[config.mk]
export PLATFORM = sky130hd
export DESIGN_NAME = up_boot_ctrl_flat
export DESIGN_NICKNAME = d
export VERILOG_FILES = /design/src/rtl/up_boot_ctrl_if.sv /design/src/rtl/up_boot_ctrl.sv /design/src/flat_wrapper.sv
export SDC_FILE = /design/constraint.sdc
export NUM_CORES = 1
export LEC_CHECK = 0
export CORE_MARGIN = 2
export CORE_UTILIZATION = 45
export CTS_BUF_LIST = sky130_fd_sc_hd__clkbuf_8
export DETAILED_ROUTE_END_ITERATION = 7
export PLACE_DENSITY = 0.68
export SLEW_MARGIN = 20
export SYNTH_ARGS = -nofsm -noshare
export SYNTH_HDL_FRONTEND = slang
export SYNTH_SLANG_ARGS = --single-unit
[constraint.sdc]
create_clock -name clk -period 2.28 [get_ports clk]
set_clock_uncertainty 0.15 [all_clocks]
set_input_delay 0.228 -clock clk [delete_from_list [all_inputs] [get_ports clk]]
set_output_delay 0.228 -clock clk [all_outputs]
set_load 0.02 [all_outputs]
[src/rtl/up_boot_ctrl_if.sv]
// Byte-stream handshake from the program source plus the load/interrupt lines to the core.
// The controller connects through the master modport and the source/core side through slave.
interface up_boot_ctrl_if;
  logic [7:0] src_data;
  logic       src_valid;
  logic       src_ready;
  logic       load;
  logic [7:0] mem_in;
  logic       core_int;

  modport master (
    input  src_data, src_valid,
    output src_ready, load, mem_in, core_int
  );

  modport slave (
    output src_data, src_valid,
    input  src_ready, load, mem_in, core_int
  );
endinterface

[src/rtl/up_boot_ctrl.sv]
// Boot controller: streams NBYTES program bytes into a core, waits SETTLE cycles,
// then runs the core with an optional periodic active-low interrupt.
module up_boot_ctrl #(
  parameter int NBYTES     = 256,
  parameter int SETTLE     = 4,
  parameter int INT_PERIOD = 100,
  parameter int INT_LOW    = 50
) (
  input  logic           clk,
  input  logic           rst,
  input  logic           start,
  input  logic           int_en,
  up_boot_ctrl_if.master bus,
  output logic           busy,
  output logic           done,
  output logic [8:0]     byte_cnt
);

  typedef enum logic [1:0] {S_IDLE, S_LOAD, S_SETTLE, S_RUN} state_t;

  localparam logic [8:0]  NBYTES_C    = 9'(NBYTES);
  localparam logic [7:0]  SETTLE_LAST = 8'(SETTLE - 1);
  localparam logic [15:0] PERIOD_LAST = 16'(INT_PERIOD - 1);
  localparam logic [15:0] INT_LOW_C   = 16'(INT_LOW);

  state_t      state_q, state_d;
  logic [8:0]  cnt_q, cnt_d;
  logic [7:0]  settle_q, settle_d;
  logic [15:0] phase_q, phase_d;
  logic [7:0]  mem_in_q, mem_in_d;
  logic        load_q, load_d;
  logic        ready_q, ready_d;
  logic        int_q, int_d;
  logic        busy_q, busy_d;
  logic        done_q, done_d;
  logic        xfer;

  assign xfer          = bus.src_valid && ready_q;
  assign bus.src_ready = ready_q;
  assign bus.load      = load_q;
  assign bus.mem_in    = mem_in_q;
  assign bus.core_int  = int_q;
  assign busy          = busy_q;
  assign done          = done_q;
  assign byte_cnt      = cnt_q;

  always_ff @(posedge clk or posedge rst) begin
    if (rst) begin
      state_q  <= S_IDLE;
      cnt_q    <= 9'd0;
      settle_q <= 8'd0;
      phase_q  <= 16'd0;
      mem_in_q <= 8'h00;
      load_q   <= 1'b0;
      ready_q  <= 1'b0;
      int_q    <= 1'b1;
      busy_q   <= 1'b0;
      done_q   <= 1'b0;
    end else begin
      state_q  <= state_d;
      cnt_q    <= cnt_d;
      settle_q <= settle_d;
      phase_q  <= phase_d;
      mem_in_q <= mem_in_d;
      load_q   <= load_d;
      ready_q  <= ready_d;
      int_q    <= int_d;
      busy_q   <= busy_d;
      done_q   <= done_d;
    end
  end

  // Every output is computed here one cycle ahead so the registered copies line up.
  always_comb begin
    state_d  = state_q;
    cnt_d    = cnt_q;
    settle_d = 8'd0;
    phase_d  = 16'd0;
    mem_in_d = mem_in_q;
    load_d   = 1'b0;
    ready_d  = 1'b0;
    int_d    = 1'b1;
    case (state_q)
      S_IDLE: begin
        if (start) begin
          state_d = S_LOAD;
          cnt_d   = 9'd0;
          ready_d = 1'b1;
        end
      end
      S_LOAD: begin
        ready_d = 1'b1;
        if (xfer && cnt_q < NBYTES_C) begin
          load_d   = 1'b1;
          mem_in_d = bus.src_data;
          cnt_d    = cnt_q + 9'd1;
          if (cnt_q + 9'd1 == NBYTES_C) begin
            state_d = S_SETTLE;
            ready_d = 1'b0;
          end
        end
      end
      S_SETTLE: begin
        if (settle_q == SETTLE_LAST) begin
          state_d = S_RUN;
          int_d   = !int_en;
        end else begin
          settle_d = settle_q + 8'd1;
        end
      end
      S_RUN: begin
        // A restart drops any interrupt pulse in progress immediately.
        if (start) begin
          state_d = S_LOAD;
          cnt_d   = 9'd0;
          ready_d = 1'b1;
        end else begin
          phase_d = (phase_q == PERIOD_LAST) ? 16'd0 : phase_q + 16'd1;
          int_d   = !(int_en && phase_d < INT_LOW_C);
        end
      end
      default: state_d = S_IDLE;
    endcase
    busy_d = (state_d == S_LOAD) || (state_d == S_SETTLE);
    done_d = (state_d == S_RUN);
  end

endmodule
[src/flat_wrapper.sv]
// flat-port wrapper written by rule: the top's interface ports become plain ports
module up_boot_ctrl_flat 
#(
  parameter int NBYTES     = 256,
  parameter int SETTLE     = 4,
  parameter int INT_PERIOD = 100,
  parameter int INT_LOW    = 50
)
  (clk, rst, start, int_en, busy, done, byte_cnt, bus_src_data, bus_src_valid, bus_src_ready, bus_load, bus_mem_in, bus_core_int);
  up_boot_ctrl_if bus_i ();
  input  logic clk;
  input  logic rst;
  input  logic start;
  input  logic int_en;
  output logic busy;
  output logic done;
  output logic [8:0] byte_cnt;
  input wire logic [$bits(bus_i.src_data)-1:0] bus_src_data;
  input wire logic [$bits(bus_i.src_valid)-1:0] bus_src_valid;
  output wire logic [$bits(bus_i.src_ready)-1:0] bus_src_ready;
  output wire logic [$bits(bus_i.load)-1:0] bus_load;
  output wire logic [$bits(bus_i.mem_in)-1:0] bus_mem_in;
  output wire logic [$bits(bus_i.core_int)-1:0] bus_core_int;
  assign bus_i.src_data = bus_src_data;
  assign bus_i.src_valid = bus_src_valid;
  assign bus_src_ready = bus_i.src_ready;
  assign bus_load = bus_i.load;
  assign bus_mem_in = bus_i.mem_in;
  assign bus_core_int = bus_i.core_int;
  up_boot_ctrl #(.NBYTES(NBYTES), .SETTLE(SETTLE), .INT_PERIOD(INT_PERIOD), .INT_LOW(INT_LOW)) u_core (.clk(clk), .rst(rst), .start(start), .int_en(int_en), .bus(bus_i), .busy(busy), .done(done), .byte_cnt(byte_cnt));
endmodule
==> results.json <==
{
  "outcome": "completed",
  "drive_gt1_share_pct": 11.7,
  "required_ns": 2.32,
  "gp_congestion": 0.856,
  "cts_buffers": 5,
  "clkSinkCount": 48,
  "stdcell_count": 379,
  "timing.fmax_mhz": 461,
  "grt_remaining_overflow": 0,
  "clk_latency_ns": 0.31,
  "setup_ws_ns": 0.108,
  "synth_top_area_share_pct": 47.7,
  "initial_utilization_pct": 47.4,
  "grt_start_max_net_pins": 23,
  "ys_ff_latch": 48,
  "pre_cts_slack_ns": 0.0438,
  "synth.distinct_cells": 45,
  "ctsHoldBuffers": 0,
  "seqCellArea_sq_um": 1210,
  "core.rowCount": 26,
  "ys.flop_type": "dfrtp_1",
  "pin_count": 35,
  "cts.clk_slew.worst_paths_ns": 0.09,
  "p_clk_share_pct": 21.8,
  "synthTopCellsByArea": "dfrtp_1 (48%), nand2_1 (6.7%), nor2_1 (5.3%), xnor2_1 (5.0%), ha_1 (4.1%)",
  "p_total_w": 0.00286,
  "p_sw_w": 0.00104,
  "antenna_found_initial": 0,
  "ys_seq_area_share_pct": 48.8,
  "nFillCells": 452,
  "clockRootBuffer": "clkbuf_8",
  "syn_nets": 283,
  "swShare_pct": 36.4,
  "htreeDepth": 2,
  "num_antenna_cells": 0,
  "dr.pass1.iters": 4,
  "ys_warn_count": 0,
  "die-area_sq_um": 6090,
  "max_cap_violations": 0,
  "ys_async_sr_fraction_pct": 100,
  "coreArea_sq_um": 5200,
  "critPathKind": "reg2reg",
  "p_int_w": 0.00182,
  "tightest_slew_ns": 0.443,
  "grt_pass1_vias": 1914,
  "rr_worst_depth": 8,
  "cts_tree": "yes",
  "max_slew_margin_pct": 70.4,
  "vias": 1958,
  "cp_data_arrival_time_ns": 2.21,
  "grt_pass1_wl_mm": 8.88,
  "slew_violations": 0,
  "drc": 0,
  "dp_hpwl_mm": 3.68,
  "wire_per_inst_um": 13.4,
  "cp_max_fo": 4,
  "avgViaCountPerCell": 5.17,
  "setup_viol": 0,
  "die_x_um": 78.0,
  "avgSynthCellArea_sq_um": 9.41,
  "period_minus_slack_ns": 2.17,
  "ir_drop_mv": 0.581,
  "numPortBuffers": 34,
  "crit_path_end_kind": "flip-flop",
  "p_seq_share_pct": 39.0,
  "antenna_left": 0,
  "cts_buffer_depth": 2,
  "synthCells": 262,
  "postRouteWirelength_mm": 5.09,
  "grt_util_all_layers_pct": 18.3,
  "drt_iter0_drc": 108,
  "setup_tns_ns": 0,
  "power_density_nw_per_um2": 927,
  "p_leak_nw": 1.34,
  "fin_nets": 329,
  "place_inst": 370,
  "yosys.area.top_type": "dfrtp_1",
  "multi_input_area_sq_um": 1220,
  "syn_area_sq_um": 2470,
  "startpoint_type": "flip-flop",
  "min_path_type": "in2async",
  "hold_violations": 0,
  "rsz0062_at_grt": "no",
  "final_cell_mix": "nand2_1 (44), dfrtp_1 (44), nor2_1 (34), clkdlybuf4s50_1 (34), xnor2_1 (14)",
  "p_comb_share_pct": 39.1,
  "period_share_pct": 95.2,
  "die_h_um": 78.0,
  "synth-edff-count": 0,
  "syn_to_final_growth_pct": 25.1
}
-- area by class of cell --
cell class	instances	area share, %
flip-flops and latches	48	39.1
repair buffers	46	14.0
clock buffers	5	2.23
inverters	8	0.974
clock inverters	3	1.38
multi-input cells	199	39.5
well taps	70	2.84
-- routing by layer --
| metal | vias to the layer above | track usage, % | share of wire, % |
|---|---|---|---|
| met5 | - | 0 | 0 |
| met4 | 0 | 7.02 | 1.7 |
| met3 | 9 | 3.56 | 2.9 |
| met2 | 28 | 28.9 | 47 |
| met1 | 937 | 25.0 | 48 |
| li1 | 984 | - | - |
-- stage by stage --
step                      area, sq um  util (%)  hold WS [ns]
after floorplan                  2470         -         0.183
after global placement           2950      56.6         0.308
after detailed placement         2950      56.6         0.312
after CTS                        3060      58.7        0.0410
after global routing             3080      59.3        0.0654
final                            3080      59.3        0.0382
-- worst max-delay path, stage by stage, from the launching register on --
cell and delay (ns):
dfrtp_1 0.42, ha_2 0.22, nand2_1 0.12, xnor2_1 0.12
and3_1 0.18, o2111ai_2 0.16, a21oi_1 0.18, a2bb2oi_1 0.22
ha_1 0.27
-- Yosys cell counts, types with 2 or more instances --
library cell  count
dfrtp_1          47
nand2_1          44
nor2_1           35
xnor2_1          14
nand3_1          12
o21ai_0          11
xor2_1           11
ha_1              8
nor3_1            8
inv_1             7
nand2b_1          5
nand4_1           5
a21oi_1           4
and3_1            4
a22oi_1           3
and2_1            3
buf_2             3
clkbuf_1          3
nor4_1            3
a21o_1            2
a31oi_1           2
nand3b_1          2
nor2b_1           2
nor4_4            2
o31ai_1           2
-- worst paths after layout --
path                                             startpoint                               end  slack (ns)
hold / removal                                          rst       u_core.phase_q[4]$_DFF_PP0_        0.04
setup / recovery             u_core.byte_cnt[0]$_DFFE_PP0P_             u_core.busy$_DFF_PP0_        0.11
setup reg to reg             u_core.byte_cnt[0]$_DFFE_PP0P_             u_core.busy$_DFF_PP0_        0.11
max in group asynchronous                               rst    u_core.byte_cnt[4]$_DFFE_PP0P_        1.33
min in group clk                            bus_src_data[5]  u_core.bus.mem_in[5]$_DFFE_PP0P_        0.29
hold reg to reg            u_core.bus.mem_in[3]$_DFFE_PP0P_  u_core.bus.mem_in[3]$_DFFE_PP0P_        0.33
-- power by group through the flow --
stage	Clock, W	Combinational, W	Sequential, W
2_1_floorplan	0	0.000510	0.00127
3_3_place_gp	0	0.00109	0.00113
3_5_place_dp	0	0.00110	0.00113
4_1_cts	0.000643	0.00112	0.00112
5_1_grt	0.000678	0.00125	0.00114
6_report	0.000624	0.00112	0.00112
-- flip-flops by register name (all words and copies together) (netlist names) --
register	flops
u_core.bus.mem_in	8
u_core.settle_q	8
u_core.done	1
u_core.busy	1
u_core.state_q	2
u_core.byte_cnt	9
u_core.phase_q	16
u_core.bus.core_int	1
u_core.bus.src_ready	1
u_core.bus.load	1
-- what timing repair did --
action                     in CTS  in global routing
setup endpoints to repair       0                  2
setup buffers                   0                  1
gates resized for setup         0                  7
-- cells by family (layout without fill, tap and decap cells) --
logic type	count (synthesis)	in the layout	share of synthesized area [%]
and+or+nand+nor	131	131	26.3
DFF	48	48	48.8
AOI/OAI and AO/OA	35	35	9.49
xor gates and xnor gates	25	25	8.88
buffers and inverters	15	62	2.49
adders and majority gates	8	8	4.06
(Power assumes the default switching activity.)
